[src/rtl/obj_dma_sequencer.sv]
// Sprite-list DMA master: on a trigger edge, takes the bus by BUSRQ/BUSACK and
// copies LENGTH bytes from SRC_BASE to DST_BASE with alternating read/write cycles.
//
// state   | meaning
// IDLE    | bus not requested, waiting for a pending trigger
// REQ     | busrq high, waiting for grant on a cen
// READ    | read cycle at SRC_BASE+idx, din captured on cen without wait
// WRITE   | write cycle at DST_BASE+idx with the captured byte
// RELEASE | busrq dropped, waiting for the CPU to take the bus back
module obj_dma_sequencer #(
  parameter logic [15:0] SRC_BASE = 16'h6900,
  parameter logic [15:0] DST_BASE = 16'h7000,
  parameter int unsigned LENGTH   = 384
) (
  input  logic        masterclk,
  input  logic        rst,
  input  logic        cen,
  input  logic        trigger,
  input  logic        busack,
  input  logic        mem_wait,
  input  logic [7:0]  din,
  output logic        busrq,
  output logic [15:0] addr,
  output logic [7:0]  dout,
  output logic        mreq_n,
  output logic        rd_n,
  output logic        wr_n,
  output logic        active,
  output logic        done,
  output logic        aborted
);

  localparam int unsigned IDX_W = (LENGTH > 1) ? $clog2(LENGTH) : 1;
  localparam logic [IDX_W-1:0] IDX_LAST = IDX_W'(LENGTH - 1);

  typedef enum logic [2:0] {
    S_IDLE,
    S_REQ,
    S_READ,
    S_WRITE,
    S_RELEASE
  } state_t;

  state_t           state_q, state_d;
  logic [IDX_W-1:0] idx_q, idx_d;
  logic [7:0]       data_q, data_d;
  logic             pending_q, pending_d;
  logic             done_q, done_d;
  logic             aborted_q, aborted_d;
  logic             trig_q, trig_dly_q;
  logic             trig_edge;

  // Trigger history resets high so a level already present at reset release is not an edge.
  assign trig_edge = trig_q & ~trig_dly_q;

  always_ff @(posedge masterclk or posedge rst) begin
    if (rst) begin
      state_q    <= S_IDLE;
      idx_q      <= '0;
      data_q     <= '0;
      pending_q  <= 1'b0;
      done_q     <= 1'b0;
      aborted_q  <= 1'b0;
      trig_q     <= 1'b1;
      trig_dly_q <= 1'b1;
    end else begin
      state_q    <= state_d;
      idx_q      <= idx_d;
      data_q     <= data_d;
      pending_q  <= pending_d;
      done_q     <= done_d;
      aborted_q  <= aborted_d;
      trig_q     <= trigger;
      trig_dly_q <= trig_q;
    end
  end

  always_comb begin
    state_d   = state_q;
    idx_d     = idx_q;
    data_d    = data_q;
    pending_d = pending_q;
    done_d    = 1'b0;
    aborted_d = 1'b0;
    case (state_q)
      S_IDLE: begin
        if (pending_q) state_d = S_REQ;
      end
      S_REQ: begin
        if (cen && busack) begin
          idx_d   = '0;
          state_d = S_READ;
        end
      end
      S_READ: begin
        // Losing the grant beats a wait stall.
        if (!busack) begin
          aborted_d = 1'b1;
          state_d   = S_IDLE;
        end else if (cen && !mem_wait) begin
          data_d  = din;
          state_d = S_WRITE;
        end
      end
      S_WRITE: begin
        if (!busack) begin
          aborted_d = 1'b1;
          state_d   = S_IDLE;
        end else if (cen && !mem_wait) begin
          if (idx_q == IDX_LAST) begin
            state_d = S_RELEASE;
          end else begin
            idx_d   = idx_q + IDX_W'(1);
            state_d = S_READ;
          end
        end
      end
      S_RELEASE: begin
        if (!busack) begin
          done_d  = 1'b1;
          state_d = S_IDLE;
        end
      end
      default: state_d = S_IDLE;
    endcase
    if (state_q == S_IDLE && state_d != S_IDLE) pending_d = 1'b0;
    if (trig_edge) pending_d = 1'b1;
  end

  // Bus outputs decode straight from state so an async reset frees the bus at once.
  always_comb begin
    busrq  = (state_q == S_REQ) || (state_q == S_READ) || (state_q == S_WRITE);
    active = (state_q == S_READ) || (state_q == S_WRITE);
    mreq_n = !active;
    rd_n   = (state_q != S_READ);
    wr_n   = (state_q != S_WRITE);
    addr   = 16'h0000;
    dout   = 8'h00;
    if (state_q == S_READ) begin
      addr = SRC_BASE + 16'(idx_q);
    end else if (state_q == S_WRITE) begin
      addr = DST_BASE + 16'(idx_q);
      dout = data_q;
    end
  end

  assign done    = done_q;
  assign aborted = aborted_q;

endmodule

[config.mk]
export PLATFORM = sky130hd
export DESIGN_NAME = obj_dma_sequencer
export DESIGN_NICKNAME = d
export VERILOG_FILES = /design/src/rtl/obj_dma_sequencer.sv
export SDC_FILE = /design/constraint.sdc
export NUM_CORES = 1
export LEC_CHECK = 0
export CAP_MARGIN = 20
export CORE_UTILIZATION = 41
export DETAILED_ROUTE_END_ITERATION = 16
export GPL_TIMING_DRIVEN = 0
export PLACE_DENSITY = 0.75
export SYNTH_ARGS = -nofsm -noshare
export SYNTH_HDL_FRONTEND = slang
export SYNTH_SLANG_ARGS = --single-unit
export TNS_END_PERCENT = 100
[constraint.sdc]
create_clock -name masterclk -period 1.8 [get_ports masterclk]
set_clock_uncertainty 0.1 [all_clocks]
set_input_delay 0.36 -clock masterclk [delete_from_list [all_inputs] [get_ports masterclk]]
set_output_delay 0.36 -clock masterclk [all_outputs]
set_load 0.02 [all_outputs]
==> run summary, run 1 <==
status: finished, violations left
failing checks: negative setup slack
Final Wtd Congestion: 0.909
CP arrival: 1.59 ns
Die W: 60.3 um
largest fanout on the critical path: 4
LEAKAGE: 1.12 nW
period utilization: 1.14
ANT nets after route: 0
flop2flop setup slack: -0.07 ns
count leader, synth: dfrtp_1
io pins: 45
die area: 0.00364 mm^2
most area-consuming cells after synthesis: dfrtp_1, mux2_2, dfstp_2
placed cell area: 0.00188 mm^2
Initial Util: 0.446
Tmin final: 2.05 ns
maximum clock rate: 488 MHz
first-pass GRT wire length: 5.70 mm
post-synth top area share: 0.413
crit start category: flip-flop
detailed-route vias per instance: 5.35
top cell type by total area after synthesis: dfrtp_1
DRC violations left: 0
CP Launch Point: state_q[1]
post-route setup slack: -0.250 ns
fin util: 0.772
FILL cells: 201
pre-CTS worst setup slack: -0.521 ns
Synth top cells by count: dfrtp_1, nor2_1, nand2_1
Tot Pwr: 2.34 mW
Cells after Synth: 141
Max Root-Sink Buffers: 2
final wirelength: 4.31 mm
PwrDens: 967 mW/mm^2
area of the multi-input gates: 865 um^2
EDFF count, synth: 0
crit end category: output port
kind of critical path: flip-flop to output port
TritonCTS Sinks: 25
share of layout cells above drive strength 1: 0.551
Sequential Area: 631 um^2
synth unique cells: 44
Synth async-reset ratio: 1.00
vias: 1390
total grt overflow: 0
global-route total usage across every layer: 0.218
ys flop type: dfrtp_1
Finish-stage setup viols: 31
H-tree levels: 1
HP Class: input port to asynchronous set/reset pin
Post-CTS Hold Buffers: 0
largest net degree at the start of global routing: 26
Area Growth Syn to Fin: 73.1%
initial antenna violation count: 0
Die Height: 60.3 um
reg2reg start: state_q[2]
post-DP HPWL: 2.29 mm
TNS Setup: -4.96 ns
First-pass DRT Iterations: 4
CTS clk-pin slew, worst paths: 0.16 ns
sequential share of the synthesized area: 0.450
port buffer count: 41
Mapped Area: 0.00140 mm^2
Root Driver: clkbuf_4
TritonCTS clock tree: done
total CTS buffers: 3
RR Endpoint: idx_q[4]
RSZ-0062 raised after global routing: true
Fin. Hold Viols: 0
Design Area, Final: 0.00241 mm^2
vias in the first global route: 1196
number of diodes: 0
wire per inst: 16.6 um
clock latency on the worst-skew pair: 0.35 ns
Mean Syn Cell Area: 9.89 um^2
Critical Path RT: 1.34 ns
# rows: 20
worst r2r path cells: 7
1st-iter DRT viols: 51
Slew Viols, Final: 0
#FFs+latches synth: 25
synth warn: 0
Core Box Area: 0.00313 mm^2
Max-cap violations: 0
Nets: 232
peak supply drop: 0.582 mV
repair_timing:
| item | CTS | global route |
|---|---|---|
| pin swaps | 6 | 6 |
| gates resized for setup | 170 | 42 |
| endpoints found under the setup margin | 45 | 44 |
| cloned | 1 | 0 |
| setup buffers | 19 | 10 |
logic make-up (layout without fill, tap and decap cells):
logic type               Yosys count  in the layout  synth area share
AO/OA/AOI/OAI                     22             22             0.121
flip-flops                        25             25             0.450
other                              1              2           0.00269
buffers and inverters             19             93            0.0700
XOR/XNOR                           4              4            0.0251
multiplexers                       9              9            0.0718
AND/OR/NAND/NOR                   60             60             0.250
adder cells (fa/ha/maj)            1              1           0.00897
worst max-delay path by stage:
stage / end / slack [ns]
3_3_place_gp: addr[9] / -0.51
2_1_floorplan: addr[9] / -0.07
6_report: addr[9] / -0.25
3_5_place_dp: addr[9] / -0.52
5_1_grt: addr[9] / -0.30
4_1_cts: addr[9] / -0.25
critical path: stages (launching register included):
cell and delay (ns):
dfrtp_1 0.37, buf_6 0.10, nor2b_4 0.13, buf_6 0.12, clkinvlp_4 0.12, nor2_4 0.13, and2_4 0.15, buf_6 0.11
where the power goes:
part           switching [mW]  internal, mW
clock                   0.201        0.0856
sequential             0.0708         0.670
combinational           0.602         0.705
per-layer routing:
metal,track usage,share of wire,up-vias
met2,0.338,0.51,63
met5,0,0,-
met1,0.304,0.41,679
met3,0.0277,0.059,8
li1,-,-,640
met4,0.0997,0.024,0
through the flow:
step,hold WS (ns),std cells
floorplan,0.254,142
global placement,0.256,227
detailed placement,0.259,227
CTS,0.163,250
global route,0.0710,260
finish,0.0708,260
state kept, by name (all words and copies together) (netlist names):
name and cells:
idx_q 9, data_q 8, state_q 3, aborted 1, done 1, pending_q 1
trig_dly_q 1, trig_q 1
cell usage in the layout, fill, tap and decap left out, types with 4 or more instances in the layout:
master | synthesis | routed
inv_1 | 6 | 5
buf_6 | 0 | 30
dfrtp_1 | 23 | 21
and2_1 | 8 | 6
mux2_2 | 8 | 8
nor2_4 | 0 | 4
a21oi_1 | 5 | 4
and3_4 | 0 | 8
buf_4 | 5 | 25
buf_2 | 6 | 7
clkdlybuf4s50_1 | 0 | 12
nand2_1 | 10 | 9
nor2_1 | 12 | 8
layout make-up:
type,count,share of cell area
Multi-Input combinational cell,98,0.358
Clock inverter,1,0.00311
Clock buffer,3,0.00933
Sequential cell,25,0.261
Timing Repair Buffer,72,0.296
Buffer,10,0.0358
Tap cell,44,0.0228
Inverter,7,0.0135
No activity file was read; power rests on OpenSTA's default activity.
==> inputs of run 2 (changes only) <==
--- a/config.mk
+++ b/config.mk
@@ -10,6 +10,8 @@
 export DETAILED_ROUTE_END_ITERATION = 16
 export GPL_TIMING_DRIVEN = 0
 export PLACE_DENSITY = 0.75
+export REMOVE_ABC_BUFFERS = 1
+export SKIP_CTS_REPAIR_TIMING = 1
 export SYNTH_ARGS = -nofsm -noshare
 export SYNTH_HDL_FRONTEND = slang
 export SYNTH_SLANG_ARGS = --single-unit
==> run 2 against run 1 <==
- the run still ends with negative setup slack left
- routed wire length is 12% lower
- clock power is 8.0% lower
- flip-flop and latch count stayed put
- fmax fell by 0.55%
- cell area down 12%
- critical endpoint unchanged
- largest cell class unchanged
==> run summary, run 2 (same netlist as run 1, synthesis figures left out) <==
PwrDens: 929 mW/mm^2
Core Box Area: 0.00313 mm^2
DRC violations left: 0
largest fanout on the critical path: 6
leading cell type in the layout, fill and taps excluded: buf_4
number of diodes: 0
kind of critical path: flip-flop to output port
maximum clock rate: 485 MHz
pre-CTS worst setup slack: -1.09 ns
Tmin final: 2.06 ns
max FFs per register: 9
slowest cell delay on critical path: 0.49 ns
CP arrival: 1.60 ns
post-route setup slack: -0.261 ns
Max Root-Sink Buffers: 2
port buffer count: 42
Cells after DPL: 216
peak supply drop: 0.454 mV
CTS clk-pin slew, worst paths: 0.15 ns
Reg with most FFs: idx_q
ANT nets after route: 0
HP Class: flip-flop to flip-flop
vias in the first global route: 1087
crit end category: output port
Max-cap violations: 0
worst hold margin: 0.277 ns
Die W: 60.3 um
1st-iter DRT viols: 47
LEAKAGE: 0.955 nW
largest net degree at the start of global routing: 26
clock latency on the worst-skew pair: 0.33 ns
TritonCTS clock tree: done
Slew Viols, Final: 0
initial antenna violation count: 0
vias: 1277
Fin. Hold Viols: 0
post-DP HPWL: 2.31 mm
period utilization: 1.15
first-pass GRT wire length: 4.99 mm
TritonCTS Sinks: 25
post-route insts no fill: 237
FILL cells: 249
H-tree levels: 1
Die Height: 60.3 um
status: finished, violations left
Critical Path RT: 1.34 ns
detailed-route vias per instance: 5.39
io pins: 45
First-pass DRT Iterations: 4
Final Wtd Congestion: 0.877
wire per inst: 16.0 um
Initial Util: 0.446
Least-Margin Pin Slew: 0.916 ns
Nets: 209
Area Growth Syn to Fin: 53.2%
fin util: 0.683
Tot Pwr: 1.98 mW
biggest regs: idx_q x9, data_q x8, state_q x3
slew margin rel.: 0.388
most frequent cells in the layout: buf_4, dfrtp_1, buf_6
failing checks: negative setup slack
final wirelength: 3.79 mm
Root Driver: clkbuf_4
worst-path cell chain: nor2b_4 > clkinvlp_4 > nor2_4 > and2_4 > buf_6
share of layout cells above drive strength 1: 0.477
total CTS buffers: 3
crit start category: flip-flop
total grt overflow: 0
RSZ-0062 raised after global routing: true
# rows: 20
Finish-stage setup viols: 26
global-route total usage across every layer: 0.184
die area: 0.00364 mm^2
CP max stage cell: dfrtp_2
run 2: changes by cell type in the layout (fill, tap and decap cells not counted), sizes merged:
cell,delta
clkdlybuf4s50,+1
and2b,+1
clkbuf,-1
buf,-25
dlymetal6s2s,+2
dlygate4sd2,-1
run 2: path summary, 6_finish.rpt:
| path | to | slack [ns] | cells past startpoint | start |
|---|---|---|---|---|
| setup / recovery | addr[9] | -0.26 | 5 | state_q[2] |
| hold / removal | trig_dly_q | 0.28 | 0 | trig_q |
| setup reg to reg | idx_q[4] | -0.07 | 5 | idx_q[0] |
| hold reg to reg | trig_dly_q | 0.28 | 0 | trig_q |
| max in group asynchronous | state_q[2] | 0.56 | 2 | rst |
| min in group asynchronous | data_q[7] | 0.41 | 2 | rst |
run 2: layout make-up:
type | count | area (um^2) | area share
clock inverters | 1 | 7.51 | 0.00351
well taps | 44 | 55.1 | 0.0258
clock buffers | 3 | 22.5 | 0.0105
repair buffers | 58 | 551 | 0.258
inverters | 7 | 35.0 | 0.0164
multi-input cells | 99 | 833 | 0.390
flip-flops and latches | 25 | 633 | 0.296
run 2: metal layers:
layer | track usage | up-vias | share of wire
met1 | 0.237 | 636 | 0.40
met5 | 0 | - | 0
met2 | 0.312 | 40 | 0.55
met4 | 0.0864 | 0 | 0.014
li1 | - | 595 | -
met3 | 0.0149 | 6 | 0.033
run 2: critical path, delay by kind of cell (launching register included):
family,cells,cell delay (ns)
buffers and inverters,2,0.28
flip-flops,1,0.49
AND/OR/NAND/NOR,3,0.51
run 2: stage by stage:
stage / setup TNS, ns / area [um^2]
2_1_floorplan: -9.66 / 1330
3_3_place_gp: -20.53 / 1800
3_5_place_dp: -23.08 / 1800
4_1_cts: -32.60 / 1830
5_1_grt: -4.97 / 2140
6_report: -2.97 / 2140
run 2: report_power, final:
group | switching, mW | internal (mW) | total [mW]
Sequential | 0.0721 | 0.671 | 0.743
Combinational | 0.508 | 0.469 | 0.977
Clock | 0.179 | 0.0852 | 0.264
Total | 0.759 | 1.23 | 1.98
